==> config.mk <==
export PLATFORM = sky130hd
export DESIGN_NAME = mem_access_unit
export DESIGN_NICKNAME = d
export VERILOG_FILES = /design/src/rtl/rv32i_types.sv /design/src/rtl/mau_load_align.sv /design/src/rtl/mem_access_unit.sv
export SDC_FILE = /design/constraint.sdc
export NUM_CORES = 1
export LEC_CHECK = 0
export ABC_AREA = 0
export BUFFER_PORTS_ARGS = -buffer_cell sky130_fd_sc_hd__buf_4
export CAP_MARGIN = 20
export CORE_MARGIN = 2
export CORE_UTILIZATION = 53
export CTS_CLUSTER_SIZE = 14
export DETAILED_ROUTE_END_ITERATION = 10
export PLACE_DENSITY_LB_ADDON = 0.25
export SYNTH_ARGS = -nofsm -noshare
export SYNTH_HDL_FRONTEND = slang
export SYNTH_SLANG_ARGS = --single-unit
==> constraint.sdc <==
create_clock -name clk -period 7.3 [get_ports clk]
set_input_delay 2.19 -clock clk [delete_from_list [all_inputs] [get_ports clk]]
set_output_delay 2.19 -clock clk [all_outputs]
set_load 0.02 [all_outputs]
==> src/rtl/rv32i_types.sv <==
// ============================================================
// rv32i_types : shared RV32I types plus data-port lane helpers
// Rev 1.0
// ============================================================
`default_nettype none

package rv32i_types;

  typedef enum logic [2:0] {
    lb  = 3'b000,
    lh  = 3'b001,
    lw  = 3'b010,
    lbu = 3'b100,
    lhu = 3'b101
  } load_funct3_t;

  typedef enum logic [2:0] {
    sb = 3'b000,
    sh = 3'b001,
    sw = 3'b010
  } store_funct3_t;

  typedef enum logic [1:0] {
    MAU_IDLE = 2'd0,
    MAU_BUSY = 2'd1,
    MAU_DONE = 2'd2
  } mau_state_t;

  // Reads always fetch the full word; only stores narrow the lane mask.
  function automatic logic [3:0] store_mask(input logic [2:0] f3, input logic [1:0] a);
    logic [3:0] m;
    case (f3)
      sb:      m = 4'b0001 << a;
      sh:      m = 4'b0011 << {a[1], 1'b0};
      default: m = 4'b1111;
    endcase
    return m;
  endfunction

  function automatic logic [31:0] store_lanes(input logic [2:0] f3, input logic [1:0] a,
                                              input logic [31:0] d);
    logic [31:0] w;
    case (f3)
      sb:      w = d << {a, 3'b000};
      sh:      w = d << {a[1], 4'b0000};
      default: w = d;
    endcase
    return w;
  endfunction

  // Misalignment or undefined funct3 for the given direction.
  function automatic logic access_fault(input logic is_read, input logic [2:0] f3,
                                        input logic [1:0] a);
    logic f;
    if (is_read) begin
      case (f3)
        lb, lbu: f = 1'b0;
        lh, lhu: f = a[0];
        lw:      f = (a != 2'b00);
        default: f = 1'b1;
      endcase
    end else begin
      case (f3)
        sb:      f = 1'b0;
        sh:      f = a[0];
        sw:      f = (a != 2'b00);
        default: f = 1'b1;
      endcase
    end
    return f;
  endfunction

endpackage

`default_nettype wire

==> src/rtl/mau_load_align.sv <==
// ============================================================
// mau_load_align : byte/halfword select and sign/zero extension
// Rev 1.0
// ============================================================
`default_nettype none

module mau_load_align
  import rv32i_types::*;
(
  input  logic [2:0]  funct3,
  input  logic [1:0]  byte_sel,
  input  logic [31:0] rdata,
  output logic [31:0] data
);

  logic [7:0]  w_byte;
  logic [15:0] w_half;

  always_comb begin
    w_byte = rdata[7:0];
    case (byte_sel)
      2'd0:    w_byte = rdata[7:0];
      2'd1:    w_byte = rdata[15:8];
      2'd2:    w_byte = rdata[23:16];
      default: w_byte = rdata[31:24];
    endcase
    w_half = byte_sel[1] ? rdata[31:16] : rdata[15:0];
  end

  always_comb begin
    data = rdata;
    case (funct3)
      lb:      data = {{24{w_byte[7]}}, w_byte};
      lbu:     data = {24'd0, w_byte};
      lh:      data = {{16{w_half[15]}}, w_half};
      lhu:     data = {16'd0, w_half};
      default: data = rdata;
    endcase
  end

endmodule

`default_nettype wire

==> src/rtl/mem_access_unit.sv <==
// ============================================================
// mem_access_unit : MEM-stage load/store sequencer for a data port
// Rev 1.0
// ============================================================
`default_nettype none

module mem_access_unit
  import rv32i_types::*;
(
  input  logic        clk,
  input  logic        rst,
  input  logic        req_valid,
  input  logic        mem_read,
  input  logic        mem_write,
  input  logic [2:0]  funct3,
  input  logic [31:0] addr,
  input  logic [31:0] store_data,
  output logic        stall,
  output logic        done,
  output logic [31:0] load_data,
  output logic        mem_exc,
  output logic        dmem_read,
  output logic        dmem_write,
  output logic [31:0] dmem_address,
  output logic [31:0] dmem_wdata,
  output logic [3:0]  dmem_byte_enable,
  input  logic        dmem_resp,
  input  logic [31:0] dmem_rdata
);

  mau_state_t  r_state;
  logic        r_is_read;
  logic [2:0]  r_funct3;
  logic [31:0] r_addr;
  logic [31:0] r_wdata;
  logic [3:0]  r_mask;
  logic [31:0] r_load;

  logic        w_idle;
  logic        w_busy;
  logic        w_one_dir;
  logic        w_fault;
  logic        w_accept;
  logic [31:0] w_aligned;

  assign w_idle    = (r_state == MAU_IDLE);
  assign w_busy    = (r_state == MAU_BUSY);
  assign w_one_dir = mem_read ^ mem_write;
  assign w_fault   = (mem_read & mem_write)
                   | (w_one_dir & access_fault(mem_read, funct3, addr[1:0]));

  assign mem_exc  = w_idle & req_valid & w_fault;
  assign w_accept = w_idle & req_valid & w_one_dir & ~w_fault;

  // Stall covers the accept cycle so the pipeline freezes before the port is driven.
  assign stall            = w_accept | w_busy;
  assign done             = (r_state == MAU_DONE);
  assign load_data        = done ? r_load : 32'd0;
  assign dmem_read        = w_busy & r_is_read;
  assign dmem_write       = w_busy & ~r_is_read;
  assign dmem_address     = {r_addr[31:2], 2'b00};
  assign dmem_wdata       = r_wdata;
  assign dmem_byte_enable = w_busy ? r_mask : 4'b0000;

  mau_load_align u_align (
    .funct3   (r_funct3),
    .byte_sel (r_addr[1:0]),
    .rdata    (dmem_rdata),
    .data     (w_aligned)
  );

  always_ff @(posedge clk) begin
    if (rst) begin
      r_state   <= MAU_IDLE;
      r_is_read <= 1'b0;
      r_funct3  <= 3'b000;
      r_addr    <= 32'd0;
      r_wdata   <= 32'd0;
      r_mask    <= 4'b0000;
      r_load    <= 32'd0;
    end else begin
      case (r_state)
        MAU_IDLE: begin
          if (w_accept) begin
            r_is_read <= mem_read;
            r_funct3  <= funct3;
            r_addr    <= addr;
            r_wdata   <= mem_read ? 32'd0 : store_lanes(funct3, addr[1:0], store_data);
            r_mask    <= mem_read ? 4'b1111 : store_mask(funct3, addr[1:0]);
            r_load    <= 32'd0;
            r_state   <= MAU_BUSY;
          end
        end
        MAU_BUSY: begin
          if (dmem_resp) begin
            r_load  <= r_is_read ? w_aligned : 32'd0;
            r_state <= MAU_DONE;
          end
        end
        MAU_DONE: begin
          r_state <= MAU_IDLE;
        end
        default: begin
          r_state <= MAU_IDLE;
        end
      endcase
    end
  end

endmodule

`default_nettype wire

==> impl_metrics.json, run 1 <==
{
  "synth_common_cells": "106 x dfxtp_1, 99 x nand2_1, 45 x a21oi_1, 44 x clkbuf_1, 42 x and2_1",
  "synth_fa_ha_area_frac": 0.00237,
  "synth_mux_area_frac": 0.0344,
  "synth_ff_type": "dfxtp_1",
  "grt_pass1_wl_um": 24200,
  "rsz0062_at_grt": "no",
  "clkTransAtPathRegs_ns": 0.10,
  "avgSynthCellArea_sq_um": 8.08,
  "synth_compound_area_frac": 0.244,
  "dieArea_sq_um": 10800,
  "max_freq_mhz": 174,
  "wl_met3_um": 1190,
  "whs_path_depth": 2,
  "hold_violations": 0,
  "timing.critical_path.slowest_cell_delay_ns": 0.51,
  "rows": 36,
  "wl_met2_um": 7180,
  "core_area_sq_um": 9730,
  "overflow": 0,
  "fin_crit_sh": 0.785,
  "top_layer_used": "met4",
  "grt_pass1_vias": 4956,
  "finalSetupTns_ns": 0,
  "synth-simple-area-share": 0.228,
  "synth_area_sq_um": 5280,
  "chipWidth_um": 104,
  "crit_type": "input port to primary output",
  "yosysMostFrequentCell": "dfxtp_1",
  "cts_resized": 0,
  "drt_iter0_drc": 304,
  "cp_slowest_cell": "a21oi_1",
  "port_buffers": 207,
  "post_drt_wl_per_cell_um": 15.9,
  "hp-start": "r_addr[31]$_SDFFE_PP0P_",
  "yosysWarnings": 0,
  "maxCapViolCount": 0,
  "die_y_um": 104,
  "fin_worst_skew_ns": 0.00764,
  "synth-async-reset-ratio": 0,
  "holdBufCountCts": 0,
  "synth_cell_type_count": 46,
  "clockRootBuffer": "clkbuf_8",
  "reg2reg_slack_ns": 4.61,
  "hpwl_um": 11000,
  "wl_met1_um": 6210,
  "worstPathCellList": "buf_4 > nor4_1 > a21oi_1 > a21oi_1 > nor2_1 > buf_4",
  "hp-class": "register to register",
  "numClockSinks": 106,
  "cts_buffers": 9,
  "drc": 0,
  "report.final.slew_viol_count": 0,
  "ant_nets": 0,
  "p_per_area_nw_per_um2": 166,
  "gp_congestion": 0.879,
  "design_area_sq_um": 6830,
  "antenna_found_initial": 0,
  "htree_levels": 3,
  "worst-path-buf-inv": 2,
  "cp_top_family": "compound AO/OA/AOI/OAI gates",
  "tightestPinTransition_ns": 0.940,
  "synth_edf_count": 0,
  "vias": 5195,
  "finalCriticalPeriod_ns": 5.73,
  "cp_max_fo": 43,
  "clk_latency_ns": 0.36,
  "r2r-end": "r_load[17]$_SDFFE_PP0P_",
  "synth_top_area_frac": 0.402,
  "wirelength_um": 14900,
  "status": "finished, final reports clean",
  "critPathRequiredTime_ns": 5.11,
  "start_util": 0.543,
  "syn_to_final_growth_pct": 29.5,
  "synthXorXnorAreaFrac": 0,
  "vdd_drop_max_mv": 0.115,
  "grt_use_total": 0.268,
  "syn_inst": 653,
  "yosys.area.top_type": "dfxtp_1",
  "cts_buffer_depth": 2,
  "synth_area_leaders": "dfxtp_1 40%, nand2_1 7.0%, and2_1 5.0%",
  "grt_max_degree": 65,
  "ys_seq_elements": 106,
  "synth_top_family_by_area": "compound AO/OA/AOI/OAI gates",
  "r2r-start": "r_addr[1]$_SDFFE_PP0P_",
  "p_leak_nw": 2.91,
  "fin_nets": 904,
  "r2r_cells": 5,
  "slew_headroom": 0.372,
  "hold-path-endpoint": "r_addr[31]$_SDFFE_PP0P_",
  "firstDrtPassIters": 7,
  "setup_viol": 0,
  "setup.worst_path.end_class": "primary output",
  "cts_setup_buffers": 0,
  "synth-seq-area-share": 0.402,
  "cp.arrival_ns": 3.54,
  "drive_above_1_share": 0.308,
  "cts_tree": "done",
  "io_pins": 210,
  "placed_area_sq_um": 6620,
  "insertedDiodeCount": 0,
  "viasPerCell": 5.55,
  "start_kind": "input port"
}
area by class of cell:
type	count	area (sq um)
fill	827	2900
multi-input combinational	456	2700
sequential	106	2120
timing repair buffer	213	1600
tap	133	166
clock buffer	10	128
clock inverter	6	73.8
inverter	12	45.0
report_power, final:
part | internal, mW | switching (mW) | total (mW)
Clock | 0.163 | 0.209 | 0.372
Combinational | 0.0762 | 0.0934 | 0.170
Sequential | 0.587 | 0.00741 | 0.595
Total | 0.827 | 0.309 | 1.14
how the worst max path moves through the flow:
stage,from,endpoint,slack [ns],depth (start not counted)
finish,addr[1],mem_exc,1.57,6
global route,addr[1],mem_exc,1.35,6
CTS,addr[1],mem_exc,1.58,6
detailed placement,addr[1],mem_exc,1.59,6
global placement,addr[1],mem_exc,1.60,6
floorplan,mem_read,stall,1.49,7
metrics by stage:
stage	hold WS [ns]	util	power (mW)	instances	setup slack, ns
after global placement	0.438	0.680	0.771	918	1.60
after floorplan	0.424	-	0.699	654	1.49
after global routing	0.480	0.702	1.18	936	1.35
final	0.461	0.702	1.14	936	1.57
after detailed placement	0.440	0.680	0.776	918	1.59
after CTS	0.462	0.701	1.14	934	1.58
registers in the layout, summed over array words and instances (netlist names):
register,count
r_state,2
r_load,32
dmem_wdata,32
r_addr,32
r_funct3,3
r_mask,4
r_is_read,1
layout by cell type (no fill, tap or decap), types with 4 or more instances in the layout:
cell,netlist,routed
o221ai_1,7,7
buf_4,32,211
clkbuf_8,0,9
mux2i_1,8,8
a21oi_1,45,45
nand3_1,30,30
nand2_1,99,98
nand2b_1,14,14
and2_0,8,8
nor2_1,35,34
a211o_1,8,8
and2_1,42,42
inv_1,11,11
o2bb2ai_1,17,17
mux2_2,9,9
a31oi_1,15,15
a22o_1,18,18
a22oi_1,22,22
a221o_1,5,5
o21ai_0,34,34
nor3_1,4,4
dfxtp_1,106,106
a21boi_0,8,8
logic make-up after synthesis:
| group | after synthesis |
|---|---|
| muxes | 17 |
| buffers and inverters | 92 |
| adders and majority gates | 1 |
| other | 1 |
| AOI/OAI and AO/OA | 188 |
| DFF | 106 |
| and+or+nand+nor | 248 |
per-layer routing:
layer / global-route usage / vias to the layer above
li1: - / 2541
met1: 0.341 / 2396
met2: 0.450 / 228
met3: 0.0623 / 30
met4: 0.0849 / 0
met5: 0 / -
tightest hold or removal path: stages (launching register included):
cell     delay, ns
dfxtp_1       0.32
nand2_1       0.05
a21oi_1       0.05
Note: power is estimated with default switching activity, not from simulation.
==> run 2: changes to the inputs <==
CORE_UTILIZATION = 49   (was 53)
clock period = 5.7 ns   (was 7.3 ns; I/O delays follow)
==> impl_metrics.json, run 2 (synthesized netlist as in run 1, its figures left out) <==
{
  "cts_resized": 0,
  "hold_violations": 0,
  "share_comb_of_total_power": 0.142,
  "wirelength_um": 15200,
  "overflow": 0,
  "clk_latency_ns": 0.37,
  "start_util": 0.509,
  "p_seq_frac": 0.501,
  "p_leak_nw": 2.93,
  "cp_max_fo": 43,
  "tightestPinTransition_ns": 1.01,
  "mostFrequentLayoutCell": "buf_4",
  "ant_nets": 0,
  "fin_nets": 904,
  "port_buffers": 207,
  "io_pins": 210,
  "cts_setup_buffers": 0,
  "post_drt_wl_per_cell_um": 16.2,
  "setup_viol": 0,
  "max_freq_mhz": 210,
  "finalSetupTns_ns": 0,
  "hp-class": "register to register",
  "fin_crit_sh": 0.836,
  "rsz0062_at_grt": "no",
  "start_kind": "input port",
  "drive_above_1_share": 0.309,
  "layout_common_cells": "212 x buf_4, 106 x dfxtp_1, 98 x nand2_1, 45 x a21oi_1, 42 x and2_1",
  "critPathRequiredTime_ns": 3.99,
  "cp.arrival_ns": 3.06,
  "p_per_area_nw_per_um2": 221,
  "dieArea_sq_um": 11600,
  "switching_share": 0.271,
  "crit_type": "input port to primary output",
  "clkPwrFrac": 0.357,
  "grt_pass1_vias": 4888,
  "rows": 37,
  "clkTransAtPathRegs_ns": 0.11,
  "timing.critical_path.slowest_cell_delay_ns": 0.49,
  "drc": 0,
  "gp_congestion": 0.853,
  "cts_buffers": 9,
  "cell_internal_pwr_mw": 1.11,
  "whs_ns": 0.462,
  "status": "finished, final reports clean",
  "report.final.slew_viol_count": 0,
  "htree_levels": 3,
  "antenna_found_initial": 0,
  "grt_pass1_wl_um": 24100,
  "worstPathCellList": "buf_4 > nor4_1 > a21oi_1 > a21oi_1 > nor2_1 > buf_4",
  "die_y_um": 108,
  "grt_max_degree": 65,
  "drt_iter0_drc": 419,
  "core_area_sq_um": 10400,
  "numClockSinks": 106,
  "cts_tree": "done",
  "slew_headroom": 0.322,
  "fin_worst_skew_ns": 0.00994,
  "p_sw_mw": 0.412,
  "cts_buffer_depth": 2,
  "insertedDiodeCount": 0,
  "firstDrtPassIters": 5,
  "chipWidth_um": 108,
  "syn_to_final_growth_pct": 30.3,
  "maxCapViolCount": 0,
  "cp_slowest_cell": "a21oi_1",
  "vias": 5232,
  "finalCriticalPeriod_ns": 4.77,
  "holdBufCountCts": 0,
  "hpwl_um": 11100,
  "grt_use_total": 0.259,
  "vdd_drop_max_mv": 0.149,
  "setup.worst_path.end_class": "primary output",
  "viasPerCell": 5.57,
  "clockRootBuffer": "clkbuf_8"
}
## run 2: path summary, 6_finish.rpt
| check | start | cells after the start | end | slack (ns) |
|---|---|---|---|---|
| min | r_addr[16]$_SDFFE_PP0P_ | 2 | r_addr[16]$_SDFFE_PP0P_ | 0.46 |
| min reg2reg | r_addr[16]$_SDFFE_PP0P_ | 2 | r_addr[16]$_SDFFE_PP0P_ | 0.46 |
| max reg2reg | r_addr[1]$_SDFFE_PP0P_ | 5 | r_load[17]$_SDFFE_PP0P_ | 3.07 |
| max | addr[1] | 6 | mem_exc | 0.93 |
## run 2: worst max-delay path: cells and delay by family
family	cells	cell delay [ns]
buf+inv	2	0.47
compound gates	2	0.63
simple gates	2	0.23
## run 2: power by group through the flow
stage	sequential, mW	combinational [mW]	clock (mW)
2_1_floorplan	0.779	0.117	0
3_3_place_gp	0.778	0.209	0
3_5_place_dp	0.779	0.214	0
4_1_cts	0.762	0.215	0.550
5_1_grt	0.764	0.236	0.589
6_report	0.762	0.217	0.543
## run 2: per-stage QoR
stage / instance area, sq um / worst slack (ns) / instances / power [mW] / utilization
3_5_place_dp: 6620 / 0.930 / 921 / 0.993 / 0.639
2_1_floorplan: 5280 / 0.854 / 654 / 0.896 / -
5_1_grt: 6880 / 0.739 / 939 / 1.59 / 0.663
3_3_place_gp: 6620 / 0.958 / 921 / 0.987 / 0.639
4_1_cts: 6860 / 0.927 / 937 / 1.53 / 0.662
6_report: 6880 / 0.935 / 939 / 1.52 / 0.663
## run 2: final cells by class
cell class	count	area (sq um)
Inverter	12	45.0
Clock buffer	9	124
Timing Repair Buffer	213	1600
Tap cell	136	170
Fill cell	888	3490
Multi-Input combinational cell	456	2700
Clock inverter	7	119
Sequential cell	106	2120
## run 2: metal layers
layer	routed length [um]	track usage
met1	6210	0.332
met2	7470	0.430
met3	1240	0.0605
met4	294	0.0797
met5	0	0
==> run 3: changes to the inputs <==
ABC_AREA = 1   (was 0)
CORE_UTILIZATION = 51   (was 49)
clock period = 4.9 ns   (was 5.7 ns; I/O delays follow)
==> impl_metrics.json, run 3 <==
{
  "status": "finished, final reports clean",
  "chipWidth_um": 113,
  "firstDrtPassIters": 5,
  "crit_type": "input port to primary output",
  "reg2reg_slack_ns": 2.24,
  "timing.critical_path.slowest_cell_delay_ns": 0.33,
  "crit_top_cell": "buf_4",
  "report.final.slew_viol_count": 0,
  "yosysMostFrequentCell": "nand2_1",
  "start_kind": "input port",
  "layout_common_cells": "248 x nand2_1, 215 x buf_4, 151 x nor2_1, 106 x dfxtp_1, 85 x a21oi_1",
  "avgSynthCellArea_sq_um": 6.32,
  "drive_above_1_share": 0.228,
  "hp-class": "register to register",
  "whs_path_depth": 2,
  "r2r-start": "r_funct3[1]$_SDFFE_PP0P_",
  "htree_levels": 3,
  "startpoint": "mem_read",
  "cts_buffer_depth": 2,
  "insertedDiodeCount": 0,
  "gp_congestion": 0.922,
  "io_pins": 210,
  "critPathRequiredTime_ns": 3.43,
  "post_drt_wl_per_cell_um": 13.9,
  "vdd_drop_max_mv": 0.273,
  "syn_to_final_growth_pct": 25.4,
  "holdBufCountCts": 0,
  "max_freq_mhz": 246,
  "clockRootBuffer": "clkbuf_16",
  "cp_slowest_cell": "inv_1",
  "drt_iter0_drc": 596,
  "slew_headroom": 0.363,
  "grt_max_degree": 87,
  "synth_area_leaders": "dfxtp_1 35%, nand2_1 15%, nor2_1 9.4%",
  "port_buffers": 207,
  "ant_nets": 0,
  "overflow": 0,
  "clkTransAtPathRegs_ns": 0.07,
  "ys_seq_elements": 106,
  "die_y_um": 113,
  "drc": 0,
  "tightestPinTransition_ns": 0.954,
  "start_util": 0.525,
  "mostFrequentLayoutCell": "nand2_1",
  "wirelength_um": 17200,
  "grt_pass1_vias": 5870,
  "vias": 6530,
  "dpl_worst_slack_ns": 0.786,
  "rsz0062_at_grt": "no",
  "setup_viol": 0,
  "clk_latency_ns": 0.35,
  "cp.arrival_ns": 2.60,
  "synth_area_sq_um": 6020,
  "r2r_cells": 8,
  "hold_violations": 0,
  "finalCriticalPeriod_ns": 4.07,
  "fin_crit_sh": 0.831,
  "hp-start": "r_addr[18]$_SDFFE_PP0P_",
  "synth_cell_type_count": 34,
  "total_power_mw": 2.19,
  "p_per_area_nw_per_um2": 290,
  "cts_buffers": 9,
  "cts_resized": 0,
  "p_leak_nw": 3.48,
  "fin_ws_ns": 0.828,
  "antenna_found_initial": 0,
  "fin_nets": 1192,
  "synth_top_area_frac": 0.353,
  "cp_top_family": "buffers and inverters",
  "grt_pass1_wl_um": 27800,
  "cts_tree": "done",
  "fin_worst_skew_ns": 0.00743,
  "rows": 39,
  "hold-path-endpoint": "r_addr[18]$_SDFFE_PP0P_",
  "r2r-end": "r_load[17]$_SDFFE_PP0P_",
  "syn_inst": 952,
  "synth_common_cells": "248 x nand2_1, 151 x nor2_1, 106 x dfxtp_1, 85 x a21oi_1, 74 x inv_1",
  "finalSetupTns_ns": 0,
  "cp_max_fo": 14,
  "worstPathCellList": "buf_4 > inv_1 > nand4_1 > nand2_2 > nand3_4 > nand2_4 > buf_4",
  "maxCapViolCount": 0,
  "hpwl_um": 12100,
  "synth_ff_type": "dfxtp_1",
  "cts_setup_buffers": 0,
  "synth-async-reset-ratio": 0,
  "yosysWarnings": 0,
  "yosys.area.top_type": "dfxtp_1",
  "dieArea_sq_um": 12700,
  "worst-path-buf-inv": 3,
  "core_area_sq_um": 11500,
  "grt_use_total": 0.267,
  "synth-seq-area-share": 0.353,
  "setup.worst_path.end_class": "primary output",
  "synth_edf_count": 0,
  "numClockSinks": 106,
  "viasPerCell": 5.29
}
## run 3: area by class of cell
class / count / area (sq um)
inverters: 79 / 297
flip-flops and latches: 106 / 2120
clock inverters: 6 / 76.3
repair buffers: 215 / 1610
well taps: 143 / 179
clock buffers: 10 / 239
multi-input cells: 675 / 3020
fillers: 1142 / 3930
## run 3: report_power, final
part	total, mW	switching, mW	internal (mW)
combinational	0.475	0.293	0.182
sequential	0.952	0.0327	0.919
clock	0.764	0.347	0.417
## run 3: worst min-delay path, cell delays in order (launching register included)
cell and delay, ns:
dfxtp_1 0.31, nand2_1 0.06, a21oi_1 0.05
## run 3: kinds of logic after synthesis
| kind of cell | share of synthesized area |
|---|---|
| buffers and inverters | 0.147 |
| adder cells (fa/ha/maj) | 0.00208 |
| flip-flops | 0.353 |
| AND/OR/NAND/NOR | 0.350 |
| AO/OA/AOI/OAI | 0.148 |
| other | 0.000623 |
## run 3: stage by stage
stage	hold slack, ns	utilization	cell area [sq um]	cells
2_1_floorplan	0.436	-	6020	953
3_3_place_gp	0.453	0.630	7230	1218
3_5_place_dp	0.457	0.630	7230	1218
4_1_cts	0.469	0.658	7540	1234
5_1_grt	0.488	0.658	7540	1234
6_report	0.467	0.658	7540	1234
## run 3: routing by layer
| metal | up-vias | track usage | part of all wire |
|---|---|---|---|
| met2 | 296 | 0.437 | 0.48 |
| li1 | 3271 | - | - |
| met4 | 0 | 0.133 | 0.036 |
| met5 | - | 0 | 0 |
| met1 | 2917 | 0.334 | 0.40 |
| met3 | 46 | 0.0567 | 0.084 |
## run 3: worst max path at each step
stage | slack (ns) | to | cells after the start
after global placement | 0.86 | r_funct3[2]$_SDFFE_PP0P_ | 10
after floorplan | 0.98 | stall | 6
after CTS | 0.86 | stall | 7
final | 0.83 | stall | 7
after global routing | 0.77 | stall | 7
after detailed placement | 0.79 | dmem_wdata[27]$_SDFFE_PP0P_ | 13
